`src/rtl/pin_bank_if.sv`:
```
// pin_bank_if: register port and pad-side signals of the pin_bank controller.
// The master side is the top level / software; the pin_bank sits on the slave side.
interface pin_bank_if #(
    parameter int unsigned NPINS  = 12,
    parameter int unsigned DUTY_W = 8
);
    logic                WE;
    logic [3:0]          WADDR;
    logic [DUTY_W+1:0]   WDATA;
    logic [3:0]          RADDR;
    logic [DUTY_W+2:0]   RDATA;
    logic [NPINS-1:0]    PIN_IN;
    logic [NPINS-1:0]    PIN_OUT;
    logic [NPINS-1:0]    PIN_OE;
    logic                LEDn;

    modport master (
        output WE, WADDR, WDATA, RADDR, PIN_IN,
        input  RDATA, PIN_OUT, PIN_OE, LEDn
    );

    modport slave (
        input  WE, WADDR, WDATA, RADDR, PIN_IN,
        output RDATA, PIN_OUT, PIN_OE, LEDn
    );
endinterface

```
`src/rtl/pin_bank.sv`:
```
// pin_bank: NPINS independently configurable pad channels (low / high / hi-Z / PWM)
// with a double-buffered PWM duty per channel, synchronised pad inputs and a
// registered readback port.
// Optional feature: define PIN_BANK_HEARTBEAT_EN to make LEDn toggle on every
// PWM wrap; otherwise LEDn is tied low (LED on as a power indicator).
module pin_bank #(
    parameter int unsigned NPINS    = 12,
    parameter int unsigned DUTY_W   = 8,
    parameter int unsigned PRESCALE = 8
) (
    input logic       INTERNAL_OSC,
    input logic       RST,
    pin_bank_if.slave bus
);
    localparam int unsigned PsW = (PRESCALE > 1) ? $clog2(PRESCALE) : 1;
    localparam int unsigned RdW = DUTY_W + 3;

    logic [PsW-1:0]    ps_q;
    logic [DUTY_W-1:0] pwm_cnt_q;
    logic              tick;
    logic              wrap;

    logic [1:0]        mode_q   [NPINS];
    logic [DUTY_W-1:0] shadow_q [NPINS];
    logic [DUTY_W-1:0] active_q [NPINS];

    logic [NPINS-1:0]  sync1_q;
    logic [NPINS-1:0]  sync2_q;
    logic [NPINS-1:0]  pin_oe_q;
    logic [NPINS-1:0]  pin_out_q;
    logic [RdW-1:0]    rdata_d;
    logic [RdW-1:0]    rdata_q;

    assign tick = (ps_q == PsW'(PRESCALE - 1));
    assign wrap = tick && (pwm_cnt_q == '1);

    // Prescaler divides the oscillator down to one PWM step per tick
    always_ff @(posedge INTERNAL_OSC) begin
        if (RST) begin
            ps_q      <= '0;
            pwm_cnt_q <= '0;
        end else if (tick) begin
            ps_q      <= '0;
            pwm_cnt_q <= pwm_cnt_q + 1'b1;
        end else begin
            ps_q      <= ps_q + 1'b1;
        end
    end

    // Channel configuration; the active duty only moves at a period boundary so
    // a same-cycle write lands in the shadow and waits one more period
    always_ff @(posedge INTERNAL_OSC) begin
        for (int i = 0; i < NPINS; i++) begin
            if (RST) begin
                mode_q[i]   <= 2'd0;
                shadow_q[i] <= '0;
                active_q[i] <= '0;
            end else begin
                if (wrap) begin
                    active_q[i] <= shadow_q[i];
                end
                // Addresses at or above NPINS match no channel and are dropped
                if (bus.WE && (bus.WADDR == 4'(i))) begin
                    mode_q[i]   <= bus.WDATA[DUTY_W +: 2];
                    shadow_q[i] <= bus.WDATA[DUTY_W-1:0];
                end
            end
        end
    end

    // Two-flop synchroniser on the raw pad inputs
    always_ff @(posedge INTERNAL_OSC) begin
        if (RST) begin
            sync1_q <= '0;
            sync2_q <= '0;
        end else begin
            sync1_q <= bus.PIN_IN;
            sync2_q <= sync1_q;
        end
    end

    // Registered pad drivers decoded from each channel's mode
    always_ff @(posedge INTERNAL_OSC) begin
        for (int i = 0; i < NPINS; i++) begin
            if (RST) begin
                pin_oe_q[i]  <= 1'b1;
                pin_out_q[i] <= 1'b0;
            end else begin
                case (mode_q[i])
                    2'd0: begin
                        pin_oe_q[i]  <= 1'b1;
                        pin_out_q[i] <= 1'b0;
                    end
                    2'd1: begin
                        pin_oe_q[i]  <= 1'b1;
                        pin_out_q[i] <= 1'b1;
                    end
                    2'd2: begin
                        pin_oe_q[i]  <= 1'b0;
                        pin_out_q[i] <= 1'b0;
                    end
                    default: begin
                        pin_oe_q[i]  <= 1'b1;
                        pin_out_q[i] <= (pwm_cnt_q < active_q[i]);
                    end
                endcase
            end
        end
    end

    // Readback mux; out-of-range channels read as zero
    always_comb begin
        rdata_d = '0;
        for (int i = 0; i < NPINS; i++) begin
            if (bus.RADDR == 4'(i)) begin
                rdata_d = {sync2_q[i], mode_q[i], shadow_q[i]};
            end
        end
    end

    // Readback register
    always_ff @(posedge INTERNAL_OSC) begin
        if (RST) begin
            rdata_q <= '0;
        end else begin
            rdata_q <= rdata_d;
        end
    end

    assign bus.PIN_OE  = pin_oe_q;
    assign bus.PIN_OUT = pin_out_q;
    assign bus.RDATA   = rdata_q;

`ifdef PIN_BANK_HEARTBEAT_EN
    logic led_q;

    // Heartbeat flips once per PWM period
    always_ff @(posedge INTERNAL_OSC) begin
        if (RST) begin
            led_q <= 1'b0;
        end else if (wrap) begin
            led_q <= ~led_q;
        end
    end

    assign bus.LEDn = led_q;
`else
    assign bus.LEDn = 1'b0;
`endif

endmodule

```
`src/flat_wrapper.sv`:
```
// flat-port wrapper written by rule: the top's interface ports become plain ports
module pin_bank_flat 
#(
    parameter int unsigned NPINS    = 12,
    parameter int unsigned DUTY_W   = 8,
    parameter int unsigned PRESCALE = 8
)
  (INTERNAL_OSC, RST, bus_WE, bus_WADDR, bus_WDATA, bus_RADDR, bus_PIN_IN, bus_RDATA, bus_PIN_OUT, bus_PIN_OE, bus_LEDn);
  pin_bank_if #(.NPINS(NPINS), .DUTY_W(DUTY_W)) bus_i ();
  input logic INTERNAL_OSC;
  input logic RST;
  input wire logic [$bits(bus_i.WE)-1:0] bus_WE;
  input wire logic [$bits(bus_i.WADDR)-1:0] bus_WADDR;
  input wire logic [$bits(bus_i.WDATA)-1:0] bus_WDATA;
  input wire logic [$bits(bus_i.RADDR)-1:0] bus_RADDR;
  input wire logic [$bits(bus_i.PIN_IN)-1:0] bus_PIN_IN;
  output wire logic [$bits(bus_i.RDATA)-1:0] bus_RDATA;
  output wire logic [$bits(bus_i.PIN_OUT)-1:0] bus_PIN_OUT;
  output wire logic [$bits(bus_i.PIN_OE)-1:0] bus_PIN_OE;
  output wire logic [$bits(bus_i.LEDn)-1:0] bus_LEDn;
  assign bus_i.WE = bus_WE;
  assign bus_i.WADDR = bus_WADDR;
  assign bus_i.WDATA = bus_WDATA;
  assign bus_i.RADDR = bus_RADDR;
  assign bus_i.PIN_IN = bus_PIN_IN;
  assign bus_RDATA = bus_i.RDATA;
  assign bus_PIN_OUT = bus_i.PIN_OUT;
  assign bus_PIN_OE = bus_i.PIN_OE;
  assign bus_LEDn = bus_i.LEDn;
  pin_bank #(.NPINS(NPINS), .DUTY_W(DUTY_W), .PRESCALE(PRESCALE)) u_core (.INTERNAL_OSC(INTERNAL_OSC), .RST(RST), .bus(bus_i));
endmodule
```
`config.mk`:
```
export PLATFORM = sky130hd
export DESIGN_NAME = pin_bank_flat
export DESIGN_NICKNAME = d
export VERILOG_FILES = /design/src/rtl/pin_bank_if.sv /design/src/rtl/pin_bank.sv /design/src/flat_wrapper.sv
export SDC_FILE = /design/constraint.sdc
export NUM_CORES = 1
export LEC_CHECK = 0
export ABC_AREA = 1
export CAP_MARGIN = 30
export CELL_PAD_IN_SITES_DETAIL_PLACEMENT = 1
export CELL_PAD_IN_SITES_GLOBAL_PLACEMENT = 2
export CORE_ASPECT_RATIO = 1.5
export CORE_UTILIZATION = 35
export CTS_CLUSTER_DIAMETER = 150
export CTS_CLUSTER_SIZE = 40
export DETAILED_ROUTE_END_ITERATION = 6
export PLACE_DENSITY = 0.72
export SETUP_SLACK_MARGIN = 0.3
export SYNTH_ARGS = -nofsm -noshare
export SYNTH_HDL_FRONTEND = slang
export SYNTH_SLANG_ARGS = --single-unit
```
`constraint.sdc`:
```
create_clock -name INTERNAL_OSC -period 4.4 [get_ports INTERNAL_OSC]
set_input_delay 0.88 -clock INTERNAL_OSC [delete_from_list [all_inputs] [get_ports INTERNAL_OSC]]
set_output_delay 0.88 -clock INTERNAL_OSC [all_outputs]
set_load 0.02 [all_outputs]
```
==> results.md, run 1 <==
* Outcome: complete, no violations
* Nets at 1,596
* CP Launch Type: flip-flop
* Syn Inst Count at 1,411
* Starting Density at 35.5%
* FF+latch area at 7890 sq um
* CP arrival at 3060 ps
* Async set or reset register ratio after synthesis at 0%
* Layout Cells excl Fill at 1,975
* Yosys top cell area share at 47.7%
* Initial antenna violation count at 0
* Number of hold buffers added after cts at 0
* Final GP Congestion at 0.823
* Placed cells at 1,958
* Max clock buf depth at 3
* Pin count of the biggest net entering global routing at 43
* VDD IR max at 0.000309 V
* Rows at 88
* Synth Area in Adders at 8.01%
* Post-synthesis sequential area ratio at 58.1%
* Fillers at 4,415
* Synth unique cells at 28
* RSZ-0062 raised after global routing: no
* IO buf count at 67
* Drt total wl at 37,900 um
* Slowest cell on the critical path: nand2_4
* Final Cycle Share at 64.1%
* I/O pin cnt at 69
* Post-synthesis simple-gate area fraction at 20.0%
* CP peak stage delay at 510 ps
* Vias per cell at 4.76
* CP Class: flip-flop to flip-flop
* Post-CTS Setup Bufs at 0
* First-pass GRT wire length at 58,400 um
* Tmin final at 2820 ps
* CTS tree: done
* Max H-tree Level at 1
* Core Area at 38,300 sq um
* GRT overflow at 0
* Syn_nets at 1,531
* Multiplexer area fraction after synthesis at 0%
* DRC Markers at 0
* Most common cell in the netlist: inv_1
* Drt pass-1 iters at 4
* Post-CTS Resized at 0
* Die H at 243 um
* EDFF count, synth at 216
* Via count at 9,392
* Vias in the first global route at 9,950
* #FFs+latches synth at 286
* Cell Area, Synth at 13,600 sq um
* Global-route usage over all layers at 19.9%
* Synth Area in Compound Gates at 4.11%
* Power per cell area at 321 nW/um^2
* Pins Over Slew Limit at 0
* TNS Setup at 0 ps
* Worst path required time at 4640 ps
* Max Clock Freq at 355 MHz
* Cell taking the most area after synthesis: edfxtp_1
* Root Buffer: clkbuf_16
* # setup viols final at 0
* Final hold vios at 0
* Worst R2R Start: u_core.ps_q[0]$_SDFF_PP0_
* Worst Tran Pin Value at 1060 ps
* Drt wl/cell at 19.2 um
* Leakage Power at 6.72 nW
* Reg clk slew, reported paths at 150 ps
* Critical Path Source: u_core.ps_q[0]$_SDFF_PP0_
* HP Class: flip-flop to flip-flop
* Worst Path Max Fanout at 42
* Die Span X at 163 um
* Syn_area_per_cell at 9.63 sq um
* Number of antenna diodes at 0
* HPWL Detailed at 29,500 um
* Area Growth Syn to Fin at 11.7%
* Crit path cell chain: ha_1 > ha_1 > nand3_1 > nor2_2 > nand2_1 > nor2_2 > nand2_1 > nor2_4 > inv_1 > nand2_4 > buf_12
* Max-Cap Viols at 0
* Area of the multi-input gates at 4380 sq um
* Fraction of layout cells with a size suffix above 1 at 9.86%
* Skew final at 63.2 ps
* Relative slew margins at 28.9%
* Clock sinks at 286
* Synth cell count leaders: inv_1, nor2_1, edfxtp_1
* Full die area at 39,600 sq um
* Antenna viol nets, final at 0
* Largest family of logic cells by synthesized area: simple AND/OR/NAND/NOR gates
* Hold Crit Start: u_core.sync1_q[3]$_SDFF_PP0_
* CP endpoint kind: flip-flop
* CP bufs+invs at 2
* Num CTS Buffers at 11
* Warnings from Yosys at 0
* Xor-xnor portion of the synthesized cell area at 0.0645%
* Top post-synthesis cells by area: edfxtp_1, dfxtp_1, ha_1, inv_1, nor2_1
* Family with the most delay on the worst path: simple AND/OR/NAND/NOR gates
* DR iter-0 viols at 349
* Post-synth top flop: edfxtp_1
* Clock latency on the worst-skew pair at 520 ps
-- power breakdown --
part | internal [mW] | switching, mW | total (mW)
Clock | 0.488 | 0.837 | 1.33
Combinational | 0.138 | 0.287 | 0.425
Sequential | 3.04 | 0.0799 | 3.12
Total | 3.67 | 1.20 | 4.87
-- cell type report --
cell class	instances	share of cell area, %
flip-flops and latches	286	52.0
clock inverters	1	0.198
inverters	295	7.30
repair buffers	89	5.64
clock buffers	16	1.94
multi-input cells	793	28.9
well taps	495	4.08
-- sequential cells by signal, indices dropped and copies added, names as in the netlist --
name / count
u_core.active_q: 96
u_core.mode_q: 24
u_core.shadow_q: 96
u_core.pwm_cnt_q: 8
u_core.ps_q: 3
u_core.bus.PIN_OUT: 12
u_core.sync2_q: 12
u_core.sync1_q: 12
u_core.bus.PIN_OE: 12
u_core.bus.RDATA: 11
-- worst paths after layout --
path | cells past startpoint | slack, ps | end
setup / recovery | 11 | 1580 | u_core.active_q[0][30]$_SDFFCE_PN0P_
hold / removal | 2 | 410 | u_core.sync2_q[3]$_SDFF_PP0_
setup reg to reg | 11 | 1580 | u_core.active_q[0][30]$_SDFFCE_PN0P_
hold reg to reg | 2 | 410 | u_core.sync2_q[3]$_SDFF_PP0_
-- tightest hold or removal path, cell delays in order (launching register included) --
cell	delay (ps)
dfxtp_1	320
inv_1	40
nor2_1	30
-- cell families (layout without fill, tap and decap cells) --
group | Yosys count | after routing
other cells | 1 | 1
xor+xnor | 1 | 1
flops | 286 | 286
fa+ha+maj | 87 | 87
compound gates | 105 | 105
simple gates | 599 | 599
buf+inv | 332 | 401
-- through the flow --
step | utilization, % | hold slack [ps] | instance area [sq um] | power [mW] | setup slack [ps]
after CTS | 39.6 | 417 | 15200 | 4.92 | 1520
after floorplan | - | 388 | 13600 | 3.39 | 1180
after global routing | 39.6 | 434 | 15200 | 5.04 | 1350
final | 39.6 | 412 | 15200 | 4.87 | 1580
after global placement | 38.8 | 391 | 14900 | 3.61 | 1190
after detailed placement | 38.8 | 399 | 14900 | 3.62 | 1160
-- cells in the final DEF, fill, tap and decap left out, drive strengths merged --
master           n
xnor2            1
buf             23
nor3             9
clkbuf          16
inv            294
edfxtp         216
nand2          180
a21oi           67
dfxtp           70
o21ai           25
o31ai            1
o211ai          12
nor4             1
nand3           47
conb             1
ha              87
nand4           34
nor2           322
nand3b           6
clkdlybuf4s50   66
clkinv           2
-- layer usage --
| metal | vias up | track usage (%) | wire [um] |
|---|---|---|---|
| met3 | 47 | 1.40 | 912 |
| met2 | 146 | 36.9 | 20200 |
| met1 | 4605 | 24.3 | 15800 |
| li1 | 4594 | - | - |
| met5 | - | 0 | 0 |
| met4 | 0 | 5.83 | 1020 |
Power figures use the tool's default switching activity.
==> run 2: changes to the inputs <==
==> constraint.sdc (replaced) <==
create_clock -name INTERNAL_OSC -period 2.55 [get_ports INTERNAL_OSC]
set_input_delay 0.51 -clock INTERNAL_OSC [delete_from_list [all_inputs] [get_ports INTERNAL_OSC]]
set_output_delay 0.51 -clock INTERNAL_OSC [all_outputs]
set_load 0.02 [all_outputs]
==> run 2 against run 1 <==
Wire length is 2.6% lower. Fmax up 32%. Clock skew grew 3.2 ps. Design area up 3.5%. Final cell count grew 2.2%. Combinational power up 88%. Hold slack got worse by 70 ps. Register-to-register slack worse by 1200 ps. Core utilization rose by 1.4 points. Critical path type unchanged. Critical endpoint is now u_core.active_q[1][8]$_SDFFCE_PN0P_. Largest power group unchanged.
==> results.md, run 2 (synthesis results as in run 1) <==
* Max H-tree Level at 1 (unchanged)
* Setup WS post-layout at 415 ps (-1160 ps)
* Final GP Congestion at 0.810 (-1.6%)
* Hold endpoint: u_core.sync2_q[5]$_SDFF_PP0_
* Drt pass-1 iters at 4 (unchanged)
* Worst Path Max Fanout at 8 (-81%)
* Starting Density at 35.5% (unchanged)
* Outcome: complete, no violations
* Clock sinks at 286 (unchanged)
* Pin count of the biggest net entering global routing at 42 (-2.3%)
* CP Class: flip-flop to flip-flop
* Number of hold buffers added after cts at 0 (unchanged)
* CP arrival at 2380 ps (-680 ps)
* CP endpoint kind: flip-flop
* Power per cell area at 538 nW/um^2 (+68%)
* Leading registers by flop count: u_core.active_q (96), u_core.shadow_q (96), u_core.mode_q (24)
* Clock latency on the worst-skew pair at 520 ps (about the same)
* IO buf count at 67 (unchanged)
* Die H at 243 um (unchanged)
* CP bufs+invs at 2 (unchanged)
* Initial antenna violation count at 0 (unchanged)
* Hold Crit Start: u_core.sync1_q[5]$_SDFF_PP0_
* Antenna viol nets, final at 0 (unchanged)
* Reg2Reg Setup Slack at 420 ps (-1160 ps)
* Setup WS pre-CTS at 5.95 ps (-1160 ps)
* HPWL Detailed at 29,000 um (-1.5%)
* I/O pin cnt at 69 (unchanged)
* CTS tree: done
* Via count at 9,408 (+0.17%)
* Rows at 88 (unchanged)
* Worst path required time at 2800 ps (-1840 ps)
* Die Span X at 163 um (unchanged)
* Crit path cell chain: ha_2 > ha_4 > nand3_4 > nor2_4 > nand2_2 > nor2_4 > nand2_2 > nor2_4 > clkinv_4 > nand2_8 > clkbuf_16
* Skew final at 66.4 ps (+3.19 ps)
* Fillers at 4,412 (-0.068%)
* FF+latch area at 7890 sq um (about the same)
* HP Class: flip-flop to flip-flop
* TNS Setup at 0 ps (unchanged)
* Core Area at 38,300 sq um (unchanged)
* Tmin final at 2130 ps (-685 ps)
* Family with the most delay on the worst path: simple AND/OR/NAND/NOR gates
* GRT overflow at 0 (unchanged)
* CP peak stage delay at 360 ps (-150 ps)
* Final hold vios at 0 (unchanged)
* Max Clock Freq at 468 MHz (+32%)
* VDD IR max at 0.000703 V (+130%)
* Full die area at 39,600 sq um (unchanged)
* Final Cycle Share at 83.7% (+20 points)
* Pins Over Slew Limit at 0 (unchanged)
* DR iter-0 viols at 349 (unchanged)
* Critical Path Source: u_core.ps_q[0]$_SDFF_PP0_
* Fraction of layout cells with a size suffix above 1 at 12.9% (+3.1 points)
* Relative slew margins at 45.6% (+17 points)
* Worst R2R Start: u_core.ps_q[0]$_SDFF_PP0_
* Worst Tran Pin Value at 813 ps (-251 ps)
* RSZ-0062 raised after global routing: no
* Nets at 1,639 (+2.7%)
* # setup viols final at 0 (unchanged)
* Number of antenna diodes at 0 (unchanged)
* Area Growth Syn to Fin at 15.6%
* Reg clk slew, reported paths at 150 ps (about the same)
* Num CTS Buffers at 11 (unchanged)
* Most repeated library cell on the critical path: nor2_4
* R2R cell count at 11 (unchanged)
* Vias per cell at 4.66 (-2.0%)
* Commonest non-fill, non-tap cells in the layout: inv_1, nor2_1, edfxtp_1
* Hold_ws at 342 ps (-69.8 ps)
* WHS Path Cells at 2 (unchanged)
* Root Buffer: clkbuf_16
* CP Launch Type: flip-flop
* Commonest non-fill, non-tap cell in the layout: inv_1
* Slowest cell on the critical path: dfxtp_2
* First-pass GRT wire length at 56,000 um (-4.2%)
* Leakage Power at 6.99 nW (+4.0%)
* Drt wl/cell at 18.3 um (-4.7%)
* Vias in the first global route at 9,864 (-0.86%)
* Max-Cap Viols at 0 (unchanged)
* Area of the multi-input gates at 4460 sq um (+1.7%)
* R2r endpoint: u_core.active_q[1][8]$_SDFFCE_PN0P_
* Final Power at 8.44 mW (+73%)
* DRC Markers at 0 (unchanged)
* Max clock buf depth at 3 (unchanged)
* Drt total wl at 36,900 um (-2.6%)
* Global-route usage over all layers at 18.9% (-0.97 points)
run 2: cell count changes in the layout (fill, tap and decap cells not counted), moves of 2 or more:
| cell | delta |
|---|---|
| buf_6 | +4 |
| buf_12 | +4 |
| clkbuf_16 | +3 |
| nand2_2 | +2 |
| buf_4 | +29 |
| nor2_4 | +2 |
| dfxtp_2 | +2 |
| dfxtp_1 | -2 |
| nand2_1 | -2 |
| ha_1 | -2 |
| nor2_2 | -2 |
run 2: metrics by stage:
step                cells  area [sq um]  util (%)
floorplan            1411         13600         -
global placement     1992         15200      39.6
detailed placement   1992         15200      39.6
CTS                  2010         15500      40.5
global route         2018         15700      41.0
finish               2018         15700      41.0
run 2: worst max path at each step:
| stage | endpoint | cells past startpoint |
|---|---|---|
| after floorplan | u_core.active_q[0][0]$_SDFFCE_PN0P_ | 5 |
| after global placement | u_core.bus.RDATA[4]$_SDFF_PP0_ | 12 |
| after detailed placement | u_core.bus.RDATA[7]$_SDFF_PP0_ | 10 |
| after CTS | u_core.active_q[0][14]$_SDFFCE_PN0P_ | 11 |
| after global routing | u_core.active_q[1][8]$_SDFFCE_PN0P_ | 11 |
| final | u_core.active_q[1][8]$_SDFFCE_PN0P_ | 11 |
run 2: report_power, final:
part	total, mW	switching (mW)	leakage [nW]	internal [mW]
sequential	5.37	0.131	2.64	5.24
clock	2.27	1.43	0.153	0.842
combinational	0.797	0.510	4.19	0.288
total	8.44	2.07	6.99	6.37
run 2: area by class of cell:
cell class              instances  share of cell area (%)
well taps                     495                    3.94
clock buffers                  16                    1.87
clock inverters                 1                   0.191
multi-input cells             795                    28.4
flip-flops and latches        286                    50.2
inverters                     295                    7.08
repair buffers                130                    8.29
run 2: layer usage:
metal	global-route usage, %	wire length [um]	share of wire (%)	vias to the layer above
met5	0	0	0	-
met4	4.40	715	1.9	0
met3	1.48	746	2.0	33
met2	35.0	19600	53	97
met1	23.5	15800	43	4589
li1	-	-	-	4689
run 2: tightest hold or removal path, cell delays in order (launching register included):
cell	delay (ps)
dfxtp_1	300
inv_1	40
nor2_1	30
run 2: timing repair:
item                       4_1_cts  5_1_grt
resized for setup                1       16
buffers inserted                 0        2
gates cloned                     1        6
pin swaps                        1        5
setup endpoints to repair       54       96
